$ cat src/rtl/encoder_pkg.sv
// Shared types and helpers for the quadrature encoder front end.
package encoder_pkg;

    typedef logic [1:0] quad_t;

    typedef enum logic {
        PRIME,
        RUN
    } fsm_t;

    typedef enum logic [1:0] {
        STEP_NONE,
        STEP_FWD,
        STEP_REV,
        STEP_ERR
    } step_t;

    // Wide enough for any practical period width; the top slices it down.
    localparam logic [63:0] PERIOD_ALL_ONES = '1;

    // Position of {A,B} along the forward cycle 00 -> 10 -> 11 -> 01.
    function automatic logic [1:0] quad_index(input quad_t ab);
        logic [1:0] idx;
        case (ab)
            2'b00:   idx = 2'd0;
            2'b10:   idx = 2'd1;
            2'b11:   idx = 2'd2;
            default: idx = 2'd3;
        endcase
        return idx;
    endfunction

    // Classify a transition: one position ahead is forward, one behind is
    // reverse, two apart means both channels moved at once.
    function automatic step_t quad_step(input quad_t prev, input quad_t curr);
        logic [1:0] delta;
        step_t      step;
        delta = quad_index(curr) - quad_index(prev);
        case (delta)
            2'd0:    step = STEP_NONE;
            2'd1:    step = STEP_FWD;
            2'd3:    step = STEP_REV;
            default: step = STEP_ERR;
        endcase
        return step;
    endfunction

endpackage

$ cat src/rtl/glitch_filter.sv
// Two-flop synchronizer followed by a stability counter for one encoder channel.
module glitch_filter #(
    parameter int FILTER_CYCLES = 4
) (
    input  logic clk,
    input  logic rst_b,
    input  logic raw,
    input  logic track,
    output logic filtered
);
    localparam int CW = $clog2(FILTER_CYCLES + 1);

    logic          sync_1;
    logic          sync_2;
    logic [CW-1:0] stable_cnt;

    // Bring the asynchronous pin into the clock domain.
    always_ff @(posedge clk or negedge rst_b) begin
        if (!rst_b) begin
            sync_1 <= 1'b0;
            sync_2 <= 1'b0;
        end else begin
            sync_1 <= raw;
            sync_2 <= sync_1;
        end
    end

    // Accept a new level only after it has held for FILTER_CYCLES samples;
    // while tracking, follow the synchronized level with no delay.
    always_ff @(posedge clk or negedge rst_b) begin
        if (!rst_b) begin
            filtered   <= 1'b0;
            stable_cnt <= '0;
        end else if (track) begin
            filtered   <= sync_2;
            stable_cnt <= '0;
        end else if (sync_2 == filtered) begin
            stable_cnt <= '0;
        end else if (stable_cnt == CW'(FILTER_CYCLES - 1)) begin
            filtered   <= sync_2;
            stable_cnt <= '0;
        end else begin
            stable_cnt <= stable_cnt + CW'(1);
        end
    end

endmodule

$ cat src/rtl/quadrature_input_conditioner.sv
// Quadrature front end: deglitch, decode to a position count, measure step
// period and flag stalls / illegal transitions.
//
// state | meaning
// PRIME | filters follow the pins directly, no steps decoded, timer held at 0
// RUN   | normal decode; stays here until reset
module quadrature_input_conditioner
    import encoder_pkg::*;
#(
    parameter int FILTER_CYCLES = 4,
    parameter int COUNT_WIDTH   = 32,
    parameter int PERIOD_WIDTH  = 32,
    parameter int STALL_CYCLES  = 2048
) (
    input  logic                    clk,
    input  logic                    reset,
    input  logic                    encoder_a,
    input  logic                    encoder_b,
    input  logic                    clear_count,
    output logic [COUNT_WIDTH-1:0]  encoder_count,
    output logic                    state_change,
    output logic                    direction,
    output logic [PERIOD_WIDTH-1:0] time_per_tick,
    output logic                    stalled,
    output logic                    quad_error
);
    localparam int PRIME_CYCLES = FILTER_CYCLES + 2;
    localparam int PCW          = $clog2(PRIME_CYCLES);
    localparam logic [PERIOD_WIDTH-1:0] PERIOD_NONE = PERIOD_ALL_ONES[PERIOD_WIDTH-1:0];
    localparam logic [PERIOD_WIDTH-1:0] STALL_LAST  = PERIOD_WIDTH'(STALL_CYCLES - 1);

    fsm_t                    state_q, state_d;
    logic [PCW-1:0]          prime_cnt;
    logic                    track;
    logic                    filt_a, filt_b;
    quad_t                   curr_ab, prev_ab;
    step_t                   step;
    logic                    step_valid;
    logic [PERIOD_WIDTH-1:0] elapsed;
    logic [PERIOD_WIDTH-1:0] period_meas;
    logic                    meas_valid;

    glitch_filter #(.FILTER_CYCLES(FILTER_CYCLES)) u_filter_a (
        .clk      (clk),
        .rst_b    (reset),
        .raw      (encoder_a),
        .track    (track),
        .filtered (filt_a)
    );

    glitch_filter #(.FILTER_CYCLES(FILTER_CYCLES)) u_filter_b (
        .clk      (clk),
        .rst_b    (reset),
        .raw      (encoder_b),
        .track    (track),
        .filtered (filt_b)
    );

    assign curr_ab = {filt_a, filt_b};

    // State register plus the priming interval counter.
    always_ff @(posedge clk or negedge reset) begin
        if (!reset) begin
            state_q   <= PRIME;
            prime_cnt <= '0;
        end else begin
            state_q <= state_d;
            if (state_q == PRIME) prime_cnt <= prime_cnt + PCW'(1);
        end
    end

    // Leave PRIME once the synchronizers and filters have settled.
    always_comb begin
        state_d = state_q;
        track   = 1'b0;
        if (state_q == PRIME) begin
            track = 1'b1;
            if (prime_cnt == PCW'(PRIME_CYCLES - 1)) state_d = RUN;
        end
    end

    // Step classification and the saturating period candidate.
    always_comb begin
        step        = STEP_NONE;
        period_meas = elapsed;
        if (state_q == RUN) step = quad_step(prev_ab, curr_ab);
        if (elapsed != PERIOD_NONE) period_meas = elapsed + PERIOD_WIDTH'(1);
    end

    assign step_valid = (step == STEP_FWD) || (step == STEP_REV);

    // Position count, direction and error flag.
    always_ff @(posedge clk or negedge reset) begin
        if (!reset) begin
            prev_ab       <= 2'b00;
            encoder_count <= '0;
            state_change  <= 1'b0;
            direction     <= 1'b0;
            quad_error    <= 1'b0;
        end else begin
            prev_ab      <= curr_ab;
            state_change <= step_valid;
            if (clear_count)            encoder_count <= '0;
            else if (step == STEP_FWD)  encoder_count <= encoder_count + COUNT_WIDTH'(1);
            else if (step == STEP_REV)  encoder_count <= encoder_count - COUNT_WIDTH'(1);
            if (step_valid) direction <= (step == STEP_FWD);
            if (step == STEP_ERR)  quad_error <= 1'b1;
            else if (clear_count)  quad_error <= 1'b0;
        end
    end

    // Elapsed timer, period capture and stall detection; a period is only
    // trusted when the previous step was neither the first nor post-stall.
    always_ff @(posedge clk or negedge reset) begin
        if (!reset) begin
            elapsed       <= '0;
            time_per_tick <= PERIOD_NONE;
            stalled       <= 1'b1;
            meas_valid    <= 1'b0;
        end else begin
            if (state_q == PRIME || step_valid) elapsed <= '0;
            else if (elapsed != PERIOD_NONE)    elapsed <= elapsed + PERIOD_WIDTH'(1);

            if (step_valid) begin
                stalled    <= 1'b0;
                meas_valid <= 1'b1;
                if (meas_valid) time_per_tick <= period_meas;
            end else if (state_q == RUN && elapsed == STALL_LAST) begin
                stalled       <= 1'b1;
                time_per_tick <= PERIOD_NONE;
                meas_valid    <= 1'b0;
            end
        end
    end

endmodule

$ cat config.mk
export PLATFORM = sky130hd
export DESIGN_NAME = quadrature_input_conditioner
export DESIGN_NICKNAME = d
export VERILOG_FILES = /design/src/rtl/encoder_pkg.sv /design/src/rtl/glitch_filter.sv /design/src/rtl/quadrature_input_conditioner.sv
export SDC_FILE = /design/constraint.sdc
export NUM_CORES = 1
export LEC_CHECK = 0
export CORE_MARGIN = 5
export CORE_UTILIZATION = 55
export DETAILED_ROUTE_END_ITERATION = 16
export PLACE_DENSITY = 0.88
export SYNTH_ARGS = -nofsm -noshare
export SYNTH_HDL_FRONTEND = slang
export SYNTH_SLANG_ARGS = --single-unit
$ cat constraint.sdc
create_clock -name clk -period 15 [get_ports clk]
set_clock_uncertainty 0.1 [all_clocks]
set_input_delay 4.5 -clock clk [delete_from_list [all_inputs] [get_ports clk]]
set_output_delay 4.5 -clock clk [all_outputs]
set_load 0.02 [all_outputs]
==> flow_metrics.env <==
export IMPL_fp_dieArea_um2=14540
export IMPL_die_width_um=120.6
export IMPL_drive_above_1_share_pct=11.64
export IMPL_maxCapViolCount=0
export IMPL_critPathLaunchType="flip-flop"
export IMPL_path_clk_slew_ps=60
export IMPL_regToRegEndpoint="encoder_count[31]$_DFFE_PN0P_"
export IMPL_status="finished clean"
export IMPL_crit_buf_inv=1
export IMPL_n_fill_cell=886
export IMPL_syn_area_per_cell_um2=9.404
export IMPL_ctsResizeCount=0
export IMPL_synthSimpleGateAreaFrac_pct=18.87
export IMPL_slew_headroom_pct=26.26
export IMPL_antenna_found_initial=0
export IMPL_final_cell_mix="nor2_1, dfrtp_1, nand2_1"
export IMPL_nets=841
export IMPL_rows=40
export IMPL_numCtsBuffers=17
export IMPL_root_buffer="clkbuf_16"
export IMPL_final_area_um2=8188
export IMPL_ys_warn_count=0
export IMPL_grt_pass1_vias=5675
export IMPL_setup_violations=0
export IMPL_cpLargestDelayFamily="buffers and inverters"
export IMPL_fmax_ghz=0.1622
export IMPL_first_iter_violations=479
export IMPL_timing_final_crit_share_pct=41.11
export IMPL_clk_insertion_delay_late_ps=420
export IMPL_muxShareOfSynthArea_pct=0.7815
export IMPL_wl_per_cell_um=16.82
export IMPL_min_period_ps=6167
export IMPL_cp_arrival_ps=1570
export IMPL_r2r_cells=17
export IMPL_synth_xor_xnor_area_share_pct=8.206
export IMPL_overflow=0
export IMPL_end_kind="primary output"
export IMPL_grt_max_degree=62
export IMPL_cts_tree="built"
export IMPL_synth_cell_types=64
export IMPL_crit_chain="clkdlybuf4s50_1"
export IMPL_syn_inst=715
export IMPL_seq_area_frac_synth_pct=44.90
export IMPL_hold_class="reg2reg"
export IMPL_synth_async_reset_ratio_pct=100.0
export IMPL_grt_pass1_wl_um=27050
export IMPL_endpoint="time_per_tick[9]"
export IMPL_max_clock_path_buffers=2
export IMPL_startpoint="time_per_tick[9]$_DFFE_PN1P_"
export IMPL_vias_per_cell=5.849
export IMPL_stdcell_count=946
export IMPL_r2r_start="u_filter_a.filtered$_DFFE_PN0P_"
export IMPL_synth_compound_area_share_pct=14.83
export IMPL_gp_congestion=0.9602
export IMPL_crit_fanout=2
export IMPL_slowest_delay_ps=600
export IMPL_gr_usage_all_layers_pct=22.87
export IMPL_clock_sinks=119
export IMPL_worstSetupPathDepth=1
export IMPL_synthTopCellsByArea="dfrtp_1, dfstp_2, ha_1"
export IMPL_synth_top_area_share_pct=32.01
export IMPL_vias=5533
export IMPL_portBuffers=72
export IMPL_cp_required_ps=10400
export IMPL_ant_nets=0
export IMPL_finalHoldViolations=0
export IMPL_setup_tns_ps=0
export IMPL_htree_levels=4
export IMPL_worstSetupPathType="reg2out"
export IMPL_fp_dieH_um=120.6
export IMPL_antenna_cells=0
export IMPL_slew_viol_final=0
export IMPL_grt_setup_unrepaired="no"
export IMPL_dp_hpwl_um=10660
export IMPL_place_area_um2=7560
export IMPL_worst_pin_slew_ps=1106
export IMPL_synthesis_area_um2=6724
export IMPL_first_pass_iters=5
export IMPL_post_cts_repair_setup_buffers=0
export IMPL_ff2ff_setup_slack_ps=10190
export IMPL_wl_um=15910
export IMPL_synthAdderAreaFrac_pct=9.416
export IMPL_ys_flop_type="dfrtp_1"
export IMPL_synth_nets=770
export IMPL_synth_largest_area_cell="dfrtp_1"
export IMPL_synth_top_family_by_area="simple AND/OR/NAND/NOR gates"
export IMPL_design_core_area_um2=12010
export IMPL_io_pins=73
export IMPL_placed_cells=914
export IMPL_synth_edf_count=0
export IMPL_crit_path_top_delay_cell="clkdlybuf4s50_1"
export IMPL_ys_ff_latch=119
export IMPL_postCtsHoldBufs=0
export IMPL_initial_core_util_pct=55.98
export IMPL_drc=0
export IMPL_area_delta_synth_final_pct=21.77
logic make-up (layout without fill, tap and decap cells):
kind of cell / Yosys count / after routing
fa+ha+maj: 50 / 50
flops: 119 / 119
buf+inv: 51 / 135
mux: 5 / 5
xor+xnor: 63 / 63
simple gates: 262 / 262
compound gates: 165 / 165
cells in the mapped netlist (3+ instances only):
master / count
and4_1: 3
o21ai_1: 4
clkbuf_1: 20
a211oi_1: 3
nor4b_1: 3
xor2_1: 22
nor2b_1: 4
nor3_1: 16
dfrtp_1: 86
a21oi_1: 65
o21ai_0: 39
mux2i_1: 3
ha_1: 49
nand4_1: 9
o21bai_1: 8
dfstp_2: 33
nor2_1: 86
a21o_1: 12
or3_1: 4
o21a_1: 3
nand3_1: 16
nor3b_1: 4
nand2_1: 81
a31oi_1: 7
nand2b_1: 3
nand3b_1: 4
inv_1: 26
and3_1: 9
xnor2_1: 41
nor4_1: 5
a21oi_2: 3
o22ai_1: 3
final cells by class:
class | instances | area, um^2 | share of cell area [%]
clock buffer | 18 | 439.2 | 5.364
clock inverter | 14 | 188.9 | 2.307
inverter | 26 | 97.59 | 1.192
multi-input combinational | 545 | 3503 | 42.79
sequential | 119 | 3019 | 36.87
tap | 147 | 183.9 | 2.246
timing repair buffer | 77 | 755.7 | 9.230
how the worst min path moves through the flow:
stage                                 from                           to  slack, ps  cells after the start
2_1_floorplan  u_filter_a.sync_1$_DFF_PN0_  u_filter_a.sync_2$_DFF_PN0_        230                      0
3_3_place_gp   u_filter_a.sync_1$_DFF_PN0_  u_filter_a.sync_2$_DFF_PN0_        240                      0
3_5_place_dp   u_filter_a.sync_1$_DFF_PN0_  u_filter_a.sync_2$_DFF_PN0_        250                      0
4_1_cts        u_filter_a.sync_1$_DFF_PN0_  u_filter_a.sync_2$_DFF_PN0_        260                      0
5_1_grt        u_filter_a.sync_1$_DFF_PN0_  u_filter_a.sync_2$_DFF_PN0_        260                      0
6_report       u_filter_a.sync_1$_DFF_PN0_  u_filter_a.sync_2$_DFF_PN0_        260                      0
registers in the layout, indices dropped and copies added, names as in the netlist, 2 cells and up:
| signal | cells |
|---|---|
| u_filter_a.stable_cnt | 3 |
| prime_cnt | 3 |
| time_per_tick | 32 |
| elapsed | 32 |
| prev_ab | 2 |
| u_filter_b.stable_cnt | 3 |
| encoder_count | 32 |
per-stage QoR:
| step | utilization, % | setup slack, ps | hold WS, ps |
|---|---|---|---|
| finish | 68.17 | 8833 | 256.2 |
| global route | 68.17 | 8776 | 264.0 |
| CTS | 68.17 | 8817 | 261.7 |
| detailed placement | 62.94 | 8618 | 245.6 |
| global placement | 62.94 | 8639 | 235.4 |
| floorplan | - | 9458 | 231.2 |
per-layer routing:
metal | global-route usage [%] | vias up | wire, um
li1 | - | 2635 | -
met1 | 29.22 | 2664 | 6712
met2 | 38.63 | 204 | 8007
met3 | 5.145 | 30 | 895
met4 | 7.436 | 0 | 292
met5 | 0 | - | 0
Power is left out: the tool's default activity adds up to more than one toggle a clock period on the data nets, which glitch-free logic cannot reach.
